[config.mk]
export PLATFORM = sky130hd
export DESIGN_NAME = chacha_block_seq
export DESIGN_NICKNAME = d
export VERILOG_FILES = /design/src/rtl/chacha_pkg.sv /design/src/rtl/chacha_state_byte_mux.sv /design/src/rtl/chacha_block_seq.sv
export SDC_FILE = /design/constraint.sdc
export NUM_CORES = 1
export LEC_CHECK = 0
export CAP_MARGIN = 20
export CORE_AREA = 2 2 182 220
export DETAILED_ROUTE_END_ITERATION = 7
export DIE_AREA = 0 0 184 222
export MAX_ROUTING_LAYER = met4
export PLACE_DENSITY = 0.93
export SYNTH_ARGS = -nofsm -noshare
export SYNTH_HDL_FRONTEND = slang
export SYNTH_HIERARCHICAL = 1
export SYNTH_SLANG_ARGS = --single-unit
[constraint.sdc]
create_clock -name clk -period 7.1 [get_ports clk]
set_input_delay 1.42 -clock clk [delete_from_list [all_inputs] [get_ports clk]]
set_output_delay 1.42 -clock clk [all_outputs]
set_load 0.005 [all_outputs]
[src/rtl/chacha_pkg.sv]
// -----------------------------------------------------------------------------
// chacha_pkg
// Shared definitions for the ChaCha20 block sequencer:
//   - the four ChaCha "expand 32-byte k" constant words (state words 0..3)
//   - the sequencer state enumeration
//   - word indices of the key, counter and nonce fields in the 16-word state
//   - const_word(): returns constant word 0..3
// -----------------------------------------------------------------------------
package chacha_pkg;

  localparam logic [31:0] CONST_W0 = 32'h61707865;
  localparam logic [31:0] CONST_W1 = 32'h3320646e;
  localparam logic [31:0] CONST_W2 = 32'h79622d32;
  localparam logic [31:0] CONST_W3 = 32'h6b206574;

  // Word indices inside the 16-word ChaCha state
  localparam logic [3:0] KEY_BASE   = 4'd4;
  localparam logic [3:0] CTR_W      = 4'd12;
  localparam logic [3:0] NONCE_BASE = 4'd13;

  typedef enum logic [2:0] {
    IDLE   = 3'd0,
    LOAD   = 3'd1,
    CALC   = 3'd2,
    STREAM = 3'd3,
    NEXT   = 3'd4
  } seq_state_e;

  function automatic logic [31:0] const_word(input logic [1:0] idx);
    logic [31:0] w;
    case (idx)
      2'd0:    w = CONST_W0;
      2'd1:    w = CONST_W1;
      2'd2:    w = CONST_W2;
      default: w = CONST_W3;
    endcase
    return w;
  endfunction

endpackage

[src/rtl/chacha_state_byte_mux.sv]
// -----------------------------------------------------------------------------
// chacha_state_byte_mux
// Combinational lookup of one byte of the initial ChaCha state. Byte address
// a = 4*w + b selects byte b (little-endian) of state word w, where
//   w0..3 = constants, w4..11 = key words 0..7, w12 = counter,
//   w13..15 = nonce words 0..2.
// Ports:
//   addr_i  [5:0]   byte address 0..63
//   key_i   [255:0] key, word k = key_i[32k+31:32k]
//   nonce_i [95:0]  nonce, word n = nonce_i[32n+31:32n]
//   ctr_i   [31:0]  block counter
//   byte_o  [7:0]   state byte at addr_i
// -----------------------------------------------------------------------------
module chacha_state_byte_mux
  import chacha_pkg::*;
(
  input  logic [5:0]   addr_i,
  input  logic [255:0] key_i,
  input  logic [95:0]  nonce_i,
  input  logic [31:0]  ctr_i,
  output logic [7:0]   byte_o
);

  logic [3:0]  word_idx;
  logic [2:0]  key_off;
  logic [1:0]  nonce_off;
  logic [31:0] word_sel;

  assign word_idx = addr_i[5:2];
  // Offsets wrap naturally: words 4..11 map to key words 0..7 and
  // words 13..15 map to nonce words 0..2 using only the low index bits.
  assign key_off   = word_idx[2:0] - KEY_BASE[2:0];
  assign nonce_off = word_idx[1:0] - NONCE_BASE[1:0];

  always_comb begin
    word_sel = 32'h0;
    if (word_idx < KEY_BASE) begin
      word_sel = const_word(word_idx[1:0]);
    end else if (word_idx < CTR_W) begin
      word_sel = key_i[{key_off, 5'b00000} +: 32];
    end else if (word_idx == CTR_W) begin
      word_sel = ctr_i;
    end else begin
      case (nonce_off)
        2'd0:    word_sel = nonce_i[31:0];
        2'd1:    word_sel = nonce_i[63:32];
        default: word_sel = nonce_i[95:64];
      endcase
    end
  end

  always_comb begin
    byte_o = 8'h00;
    case (addr_i[1:0])
      2'd0:    byte_o = word_sel[7:0];
      2'd1:    byte_o = word_sel[15:8];
      2'd2:    byte_o = word_sel[23:16];
      default: byte_o = word_sel[31:24];
    endcase
  end

endmodule

[src/rtl/chacha_block_seq.sv]
// -----------------------------------------------------------------------------
// chacha_block_seq
// Drives a byte-serial ChaCha20 block core to produce num_blocks blocks of
// keystream. Per block: LOAD writes the 64 initial state bytes, CALC waits for
// the core's ready flag, STREAM reads the 64 permuted bytes back and adds the
// initial state (feed-forward) byte-serially with a carry that restarts at each
// 32-bit word, NEXT advances the block counter.
// Ports:
//   clk, rst_n        clock, asynchronous active-low reset
//   cfg_valid/ready   job request; accepted when both high (ready only in IDLE)
//   key, nonce        256-bit key, 96-bit nonce, registered on accept
//   ctr_init          initial 32-bit block counter
//   num_blocks        number of blocks to generate (0 = none, just done)
//   blk_data_in/addr/write   byte write port of the block core
//   blk_data_out      core read data for blk_addr (combinational in the core)
//   blk_ready         core finished its rounds
//   ks_data/valid/ready/last keystream byte stream towards the consumer
//   busy              job in progress (state != IDLE)
//   done              one-cycle pulse when a job finishes
// Keystream handshake: a byte transfers on a rising edge where ks_valid and
// ks_ready are both high. Once ks_valid is raised it stays high and ks_data /
// ks_last stay unchanged until that transfer happens.
// -----------------------------------------------------------------------------
module chacha_block_seq
  import chacha_pkg::*;
#(
  parameter int NBLK_W = 16
) (
  input  logic              clk,
  input  logic              rst_n,
  input  logic              cfg_valid,
  output logic              cfg_ready,
  input  logic [255:0]      key,
  input  logic [95:0]       nonce,
  input  logic [31:0]       ctr_init,
  input  logic [NBLK_W-1:0] num_blocks,
  output logic [7:0]        blk_data_in,
  output logic [5:0]        blk_addr,
  output logic              blk_write,
  input  logic [7:0]        blk_data_out,
  input  logic              blk_ready,
  output logic [7:0]        ks_data,
  output logic              ks_valid,
  input  logic              ks_ready,
  output logic              ks_last,
  output logic              busy,
  output logic              done
);

  seq_state_e        state_q, state_d;
  // idx_q[6] set means all 64 bytes of the block have been issued
  logic [6:0]        idx_q, idx_d;
  logic [255:0]      key_q, key_d;
  logic [95:0]       nonce_q, nonce_d;
  logic [31:0]       ctr_q, ctr_d;
  logic [NBLK_W-1:0] rem_q, rem_d;
  logic              carry_q, carry_d;
  logic [7:0]        ks_data_q, ks_data_d;
  logic              ks_valid_q, ks_valid_d;
  logic              ks_last_q, ks_last_d;
  logic              done_q, done_d;

  logic [7:0]        layout_byte;
  logic              carry_in;
  logic [8:0]        sum;
  logic              ks_load;
  logic              last_acc;
  logic              rem_is_one;

  chacha_state_byte_mux u_byte_mux (
    .addr_i  (idx_q[5:0]),
    .key_i   (key_q),
    .nonce_i (nonce_q),
    .ctr_i   (ctr_q),
    .byte_o  (layout_byte)
  );

  assign rem_is_one = (rem_q == NBLK_W'(1));

  // Carry restarts at byte 0 of every word: the add is per 32-bit word.
  assign carry_in = (idx_q[1:0] != 2'd0) && carry_q;
  assign sum      = 9'(blk_data_out) + 9'(layout_byte) + 9'(carry_in);

  // Output register refills when empty or when its byte is being taken.
  assign ks_load  = (state_q == STREAM) && !idx_q[6] && (!ks_valid_q || ks_ready);
  // Byte 63 leaving the output register ends the block.
  assign last_acc = (state_q == STREAM) && idx_q[6] && ks_valid_q && ks_ready;

  always_comb begin
    state_d    = state_q;
    idx_d      = idx_q;
    key_d      = key_q;
    nonce_d    = nonce_q;
    ctr_d      = ctr_q;
    rem_d      = rem_q;
    carry_d    = carry_q;
    ks_data_d  = ks_data_q;
    ks_valid_d = ks_valid_q;
    ks_last_d  = ks_last_q;
    done_d     = 1'b0;

    case (state_q)
      IDLE: begin
        if (cfg_valid) begin
          key_d   = key;
          nonce_d = nonce;
          ctr_d   = ctr_init;
          rem_d   = num_blocks;
          idx_d   = 7'd0;
          carry_d = 1'b0;
          if (num_blocks == '0) begin
            done_d = 1'b1;
          end else begin
            state_d = LOAD;
          end
        end
      end

      LOAD: begin
        if (idx_q[5:0] == 6'd63) begin
          idx_d   = 7'd0;
          state_d = CALC;
        end else begin
          idx_d = idx_q + 7'd1;
        end
      end

      CALC: begin
        if (blk_ready) begin
          state_d = STREAM;
        end
      end

      STREAM: begin
        if (ks_load) begin
          ks_data_d  = sum[7:0];
          ks_valid_d = 1'b1;
          ks_last_d  = (idx_q[5:0] == 6'd63) && rem_is_one;
          carry_d    = sum[8];
          idx_d      = idx_q + 7'd1;
        end else if (last_acc) begin
          ks_valid_d = 1'b0;
          ks_last_d  = 1'b0;
          idx_d      = 7'd0;
          carry_d    = 1'b0;
          state_d    = NEXT;
          done_d     = rem_is_one;
        end
      end

      NEXT: begin
        ctr_d = ctr_q + 32'd1;
        rem_d = rem_q - NBLK_W'(1);
        if (rem_is_one) begin
          state_d = IDLE;
        end else begin
          state_d = LOAD;
        end
      end

      default: begin
        state_d = IDLE;
      end
    endcase
  end

  always_ff @(posedge clk or negedge rst_n) begin
    if (!rst_n) begin
      state_q    <= IDLE;
      idx_q      <= 7'd0;
      key_q      <= '0;
      nonce_q    <= '0;
      ctr_q      <= '0;
      rem_q      <= '0;
      carry_q    <= 1'b0;
      ks_data_q  <= 8'h00;
      ks_valid_q <= 1'b0;
      ks_last_q  <= 1'b0;
      done_q     <= 1'b0;
    end else begin
      state_q    <= state_d;
      idx_q      <= idx_d;
      key_q      <= key_d;
      nonce_q    <= nonce_d;
      ctr_q      <= ctr_d;
      rem_q      <= rem_d;
      carry_q    <= carry_d;
      ks_data_q  <= ks_data_d;
      ks_valid_q <= ks_valid_d;
      ks_last_q  <= ks_last_d;
      done_q     <= done_d;
    end
  end

  assign cfg_ready   = (state_q == IDLE);
  assign busy        = (state_q != IDLE);
  assign done        = done_q;
  assign blk_write   = (state_q == LOAD);
  assign blk_addr    = ((state_q == LOAD) || (state_q == STREAM)) ? idx_q[5:0] : 6'd0;
  assign blk_data_in = (state_q == LOAD) ? layout_byte : 8'h00;
  assign ks_data     = ks_data_q;
  assign ks_valid    = ks_valid_q;
  assign ks_last     = ks_last_q;

endmodule

== Word level (Yosys, flattened, before mapping) ==
Cells that the tools add are included.
Storage, ports and cells
  memories kept: 0
  bits in latches: 0
  flip-flop bits (word level): 422
  logic and storage cells: 105
  bits in read-only memories: 0
  bits of input ports: 413
  memory bits (writable): 0
Operators by class
  mux-type cells: 36
  add/sub/neg operators: 7
  equal/unequal tests: 19
  divide/modulo/power cells: 0
  multiply operators: 0
  reduce and logical (&&, ||, !) cells: 29
  bitwise gates (word level): 0
  shift operators: 1
  $lt $le $gt $ge: 2
Operator list (count)
  $shiftx A256 B9 Y32: 1
  $mux W32: 4
  $pmux W32 S2: 2
  $pmux W31 S3: 1
  $add A32 B1 Y32 const B: 1
  $pmux W16 S2: 1
  $mux W7: 4
  $pmux W8 S3: 1
  $pmux W7 S3: 1
  $mux W3: 6
  $eq A16 B1 Y1 const B: 1
  $logic_not A16 Y1: 1
  $mux W16: 1
  $sub A16 B1 Y16 const B: 1
  $pmux W3 S5: 1
  $mux W1: 10
  $ne A2 B2 Y1 const B: 5
  $add A8 B8 Y9: 1
  $add A9 B1 Y9: 1
  $mux W8: 1
  $reduce_and A2 Y1: 4
  $reduce_bool A2 Y1: 4
  $add A7 B1 Y7 const B: 1
  $logic_and A1 B1 Y1: 7
  other kinds (22): 33

== Depth between registers and ports, before layout ==
  depth after elaboration: 11
  depth in mapped cells: 20
  mapped depth without buffers: 14

== Hierarchy ==
The synthesis kept the hierarchy.
By module, submodules not included
  chacha_block_seq: area each 17459.2 um^2, cells each 1987, times used 1
  chacha_state_byte_mux: area each 3563.4 um^2, cells each 424, times used 1

== Worst setup path after synthesis ==
OpenSTA, ideal clock, no wires.
  path type: reg2reg
  start point: reg idx_q[3]
  end point: reg ks_data_q[6], in the netlist ks_data[6]
  buffers on the path: 6
  path slack: 2.455 ns
  clock period less this slack: 4.645 ns
  cell stages (with the launch flop): 21
  arrival: 4.576 ns
  library setup time: 0.069 ns
  cell sequence: dfrtp_1 -> buf_2 -> clkbuf_1 -> buf_2 -> inv_1 -> ha_1 -> buf_2 -> buf_2 -> buf_1 -> nor2_1 -> a211oi_1 -> a21oi_1 -> a21o_1 -> a31oi_1 -> fa_1 -> fa_1 -> a21oi_1 -> o21ai_0 -> a21oi_1 -> or4b_2 -> nand3_1
Between the ends
  cells in the longest elaborated chain, start to end: 9
RTL lines
  start: declaration: line chacha_block_seq.sv:52  | logic [6:0] idx_q, idx_d;
  start signal: assignment: line chacha_block_seq.sv:182  | idx_q <= idx_d;
  parallel branches: the longest is 5 deep, another holds $sub A3 B3 Y3
  $mux W32 *: line chacha_state_byte_mux.sv:37  | if (word_idx < KEY_BASE) begin
  $pmux W8 S3 *: line chacha_state_byte_mux.sv:54  | case (addr_i[1:0])
  named net layout_byte[0]: line chacha_block_seq.sv:63  | logic [7:0] layout_byte;
  $add A8 B8 Y9 *: line chacha_block_seq.sv:82  | assign sum = 9'(blk_data_out) + 9'(layout_byte) + 9'(carry_in);
  $add A9 B1 Y9 *: line chacha_block_seq.sv:82
  end signal: assignment: line chacha_block_seq.sv:188  | ks_data_q <= ks_data_d;
  end: declaration: line chacha_block_seq.sv:58  | logic [7:0] ks_data_q, ks_data_d;
Mark *: on every way through the listed nets, which the timed path passes.
A chain may end at the register's enable or synchronous reset.

== Worst setup path in the final report ==
  start point: reg idx_q[2]
  end point: out blk_data_in[0]
Between the ends
  cells in the longest elaborated chain, start to end: 8
RTL lines
  parallel branches: the longest is 5 deep, another holds $sub A3 B3 Y3
  $mux W32 *: line chacha_state_byte_mux.sv:37
  $pmux W8 S3 *: line chacha_state_byte_mux.sv:54
  named net layout_byte[0]: line chacha_block_seq.sv:63
  $mux W8 *: line chacha_block_seq.sv:200  | assign blk_data_in = (state_q == LOAD) ? layout_byte : 8'h00;
  end: declaration: line chacha_block_seq.sv:37  | output logic [7:0] blk_data_in,
Marked as above.

==> metrics.csv <==
metric,value,unit
critical_path_arrival,4.60,ns
final_slew_violations,0,
chipWidth,184,µm
synth_edf_count,0,
hp_class,reg -> reg,
power.ir.vdd_worst,220.5,µV
area.growth.synth_to_final,28.29,%
initial_core_util,54.53,%
synth_commonest_cells,"sky130_fd_sc_hd__nand2_1 (1150), sky130_fd_sc_hd__dfrtp_1 (422), sky130_fd_sc_hd__nor2_1 (82)",
p_per_area,420.9,nW/µm²
grt_usage,37.15,%
buffer_ports.inserted,440,
timing.setup.critical_path_class,reg -> out,
avgRoutedWirePerCell,22.40,µm
synth_warnings,6,
drt_iter0_markers,1949,
routed_wl,73430,µm
critPathCaptureType,output port,
report.final.setup_viol,0,
length_of_the_first_detailed_routing_pass_in_iterations,7,
syn_area,21020,µm²
cts_repair_resize_count,0,
grt_start_max_net_pins,248,
route.detailed.drc,0,
clk_transition_reported_paths,0.06,ns
rsz0062_at_grt,no,
result_of_the_run,completed,
synthDominantAreaCellType,sky130_fd_sc_hd__dfrtp_1,
fmax,166.2,MHz
tritoncts_clock_tree,done,
post_cts_setup_buffer_count,0,
dieArea,40850,µm²
chip_height,222,µm
timing_hold_violations_final,0,
cts_inserted_buffers,42,
fp-row-count,79,
antenna_violating_nets_post_route,0,
hold_buffers,0,
overflow,0,
timing.max_cap.violations,0,
synth_seq_cells,422,
synthArstFlopShare,100.0,%
ios,441,
synth_ff_type,sky130_fd_sc_hd__dfrtp_1,
grt_first_pass_wirelength,112400,µm
placeable_core_area,38550,µm²
synthesis.area_per_instance,8.719,µm²
finalPower,11.35,mW
synth_cell_types,76,
seq_area_frac_synth,50.23,%
htree_num_levels,2,
dp_hpwl,53140,µm
cts_root_buf,sky130_fd_sc_hd__clkbuf_16,
mappedNetlistNets,2845,
fin_crit,6.015,ns
num-nets-final,3193,
tightest_pin_transition,1.177,ns
yosys.cell_count.top_type,sky130_fd_sc_hd__nand2_1,
crit_path_start_kind,register,
placedCellCount,3200,
synth_area_leaders,"sky130_fd_sc_hd__dfrtp_1 (50%), sky130_fd_sc_hd__nand2_1 (21%), sky130_fd_sc_hd__mux4_2 (5.2%), sky130_fd_sc_hd__buf_2 (1.5%), sky130_fd_sc_hd__a211oi_1 (1.5%)",
routabilityCongestion,0.9738,
vias,19748,
synth_cells,2411,
fin_cells,3278,
slew_headroom,21.56,%
antenna_found_initial,4,
vias_per_cell,6.024,
required_time_of_the_worst_setup_path,5.68,ns
ctsLongestPathBuffers,3,
static_leakage,12.54,nW
worst_skew_pair.late_latency,0.56,ns
grt_pass1_vias,19946,
fin_skew,0.01743,ns
number_of_sinks_on_the_clock_net,422,
final_setup_tns,0,ns
timing.critical_path.fanout_max,63,
post_route_cells_drive_above_1_share,5.524,%
area_share_of_the_largest_cell_type_after_synthesis,50.23,%
period_share,84.72,%
layout by cell type (no fill, tap or decap), types with 12 or more instances in the layout:
| master | instances |
|---|---|
| sky130_fd_sc_hd__nand2_1 | 1149 |
| sky130_fd_sc_hd__o211ai_1 | 21 |
| sky130_fd_sc_hd__a31oi_1 | 12 |
| sky130_fd_sc_hd__nor3_1 | 21 |
| sky130_fd_sc_hd__nor4_1 | 14 |
| sky130_fd_sc_hd__buf_4 | 14 |
| sky130_fd_sc_hd__and3_1 | 24 |
| sky130_fd_sc_hd__a211oi_1 | 41 |
| sky130_fd_sc_hd__nand3_1 | 42 |
| sky130_fd_sc_hd__mux4_2 | 49 |
| sky130_fd_sc_hd__dfrtp_1 | 419 |
| sky130_fd_sc_hd__ha_1 | 17 |
| sky130_fd_sc_hd__clkbuf_16 | 43 |
| sky130_fd_sc_hd__nand4_1 | 17 |
| sky130_fd_sc_hd__a22oi_1 | 35 |
| sky130_fd_sc_hd__a211o_1 | 12 |
| sky130_fd_sc_hd__mux2i_1 | 29 |
| sky130_fd_sc_hd__a21oi_1 | 41 |
| sky130_fd_sc_hd__clkdlybuf4s50_1 | 439 |
| sky130_fd_sc_hd__inv_1 | 17 |
| sky130_fd_sc_hd__nor2_1 | 82 |
| sky130_fd_sc_hd__o21ai_0 | 37 |
| sky130_fd_sc_hd__o22ai_1 | 13 |
layout make-up:
cell class,instances,area [µm²]
fill,2754,11580
sequential,422,10570
multi-input combinational,1816,9708
timing repair buffer,459,4622
clock buffer,64,1255
tap,486,608.1
clock inverter,9,130.1
inverter,18,67.56
antenna,4,10.01
sequential cells by signal, summed over array words and instances, names as in the netlist:
name,flops
idx_q,7
ks_last,1
ks_data,8
state_q,3
key_q,256
carry_q,1
rem_q,16
done,1
ctr_q,32
nonce_q,96
ks_valid,1
logic make-up after synthesis:
family          Yosys count  synth area share [%]
compound gates          287                 9.755
xor+xnor                  5                0.2083
fa+ha+maj                21                 1.321
buf+inv                 173                 3.702
flops                   422                 50.23
mux                      85                 7.291
simple gates           1418                 27.49
power breakdown:
group	switching (mW)	leakage (nW)	internal, mW
registers	1.08	5.17	3.58
logic	2.61	6.70	1.80
clock network	0.948	0.678	1.33
total	4.64	12.5	6.71
worst max-delay path, cell delays in order, from the launching register on:
cell                              delay (ns)
sky130_fd_sc_hd__dfrtp_4                0.61
sky130_fd_sc_hd__inv_1                  0.21
sky130_fd_sc_hd__ha_2                   1.07
sky130_fd_sc_hd__nor2_1                 0.12
sky130_fd_sc_hd__a211oi_1               0.34
sky130_fd_sc_hd__a21oi_1                0.09
sky130_fd_sc_hd__a211o_1                0.33
sky130_fd_sc_hd__a31oi_1                0.50
sky130_fd_sc_hd__and3_1                 0.25
sky130_fd_sc_hd__clkdlybuf4s50_1        0.50
metal layers:
metal	track usage, %	part of all wire, %	up-vias
met1	45.00	36	9560
li1	-	-	8792
met4	22.71	7.2	0
met3	4.714	7.7	284
met5	-	0	-
met2	59.42	49	1112
final timing paths:
path / slack, ns / cells after the start / end / startpoint
worst max-delay path: 1.08 / 9 / blk_data_in[0] / idx_q[2]$_DFFE_PN0P_
worst min-delay path: 0.47 / 2 / key_q[90]$_DFFE_PN0P_ / key_q[90]$_DFFE_PN0P_
worst max register to register: 1.85 / 14 / ks_data[6]$_DFFE_PN0P_ / idx_q[2]$_DFFE_PN0P_
worst min register to register: 0.47 / 2 / key_q[90]$_DFFE_PN0P_ / key_q[90]$_DFFE_PN0P_
max in group asynchronous: 4.56 / 2 / ks_data[4]$_DFFE_PN0P_ / rst_n
min in group asynchronous: 0.95 / 1 / key_q[175]$_DFFE_PN0P_ / rst_n
through the flow:
| stage | hold slack [ns] | setup WS, ns | utilization (%) | area (µm²) |
|---|---|---|---|---|
| 5_1_grt | 0.4977 | 0.8842 | 69.96 | 26970 |
| 6_report | 0.4742 | 1.085 | 69.96 | 26970 |
| 2_1_floorplan | 0.4373 | 2.455 | - | 21020 |
| 3_5_place_dp | 0.4579 | 1.678 | 66.27 | 25550 |
| 3_3_place_gp | 0.4530 | 1.710 | 66.27 | 25550 |
| 4_1_cts | 0.4737 | 1.066 | 69.86 | 26930 |
No activity file was read; power rests on OpenSTA's default activity.
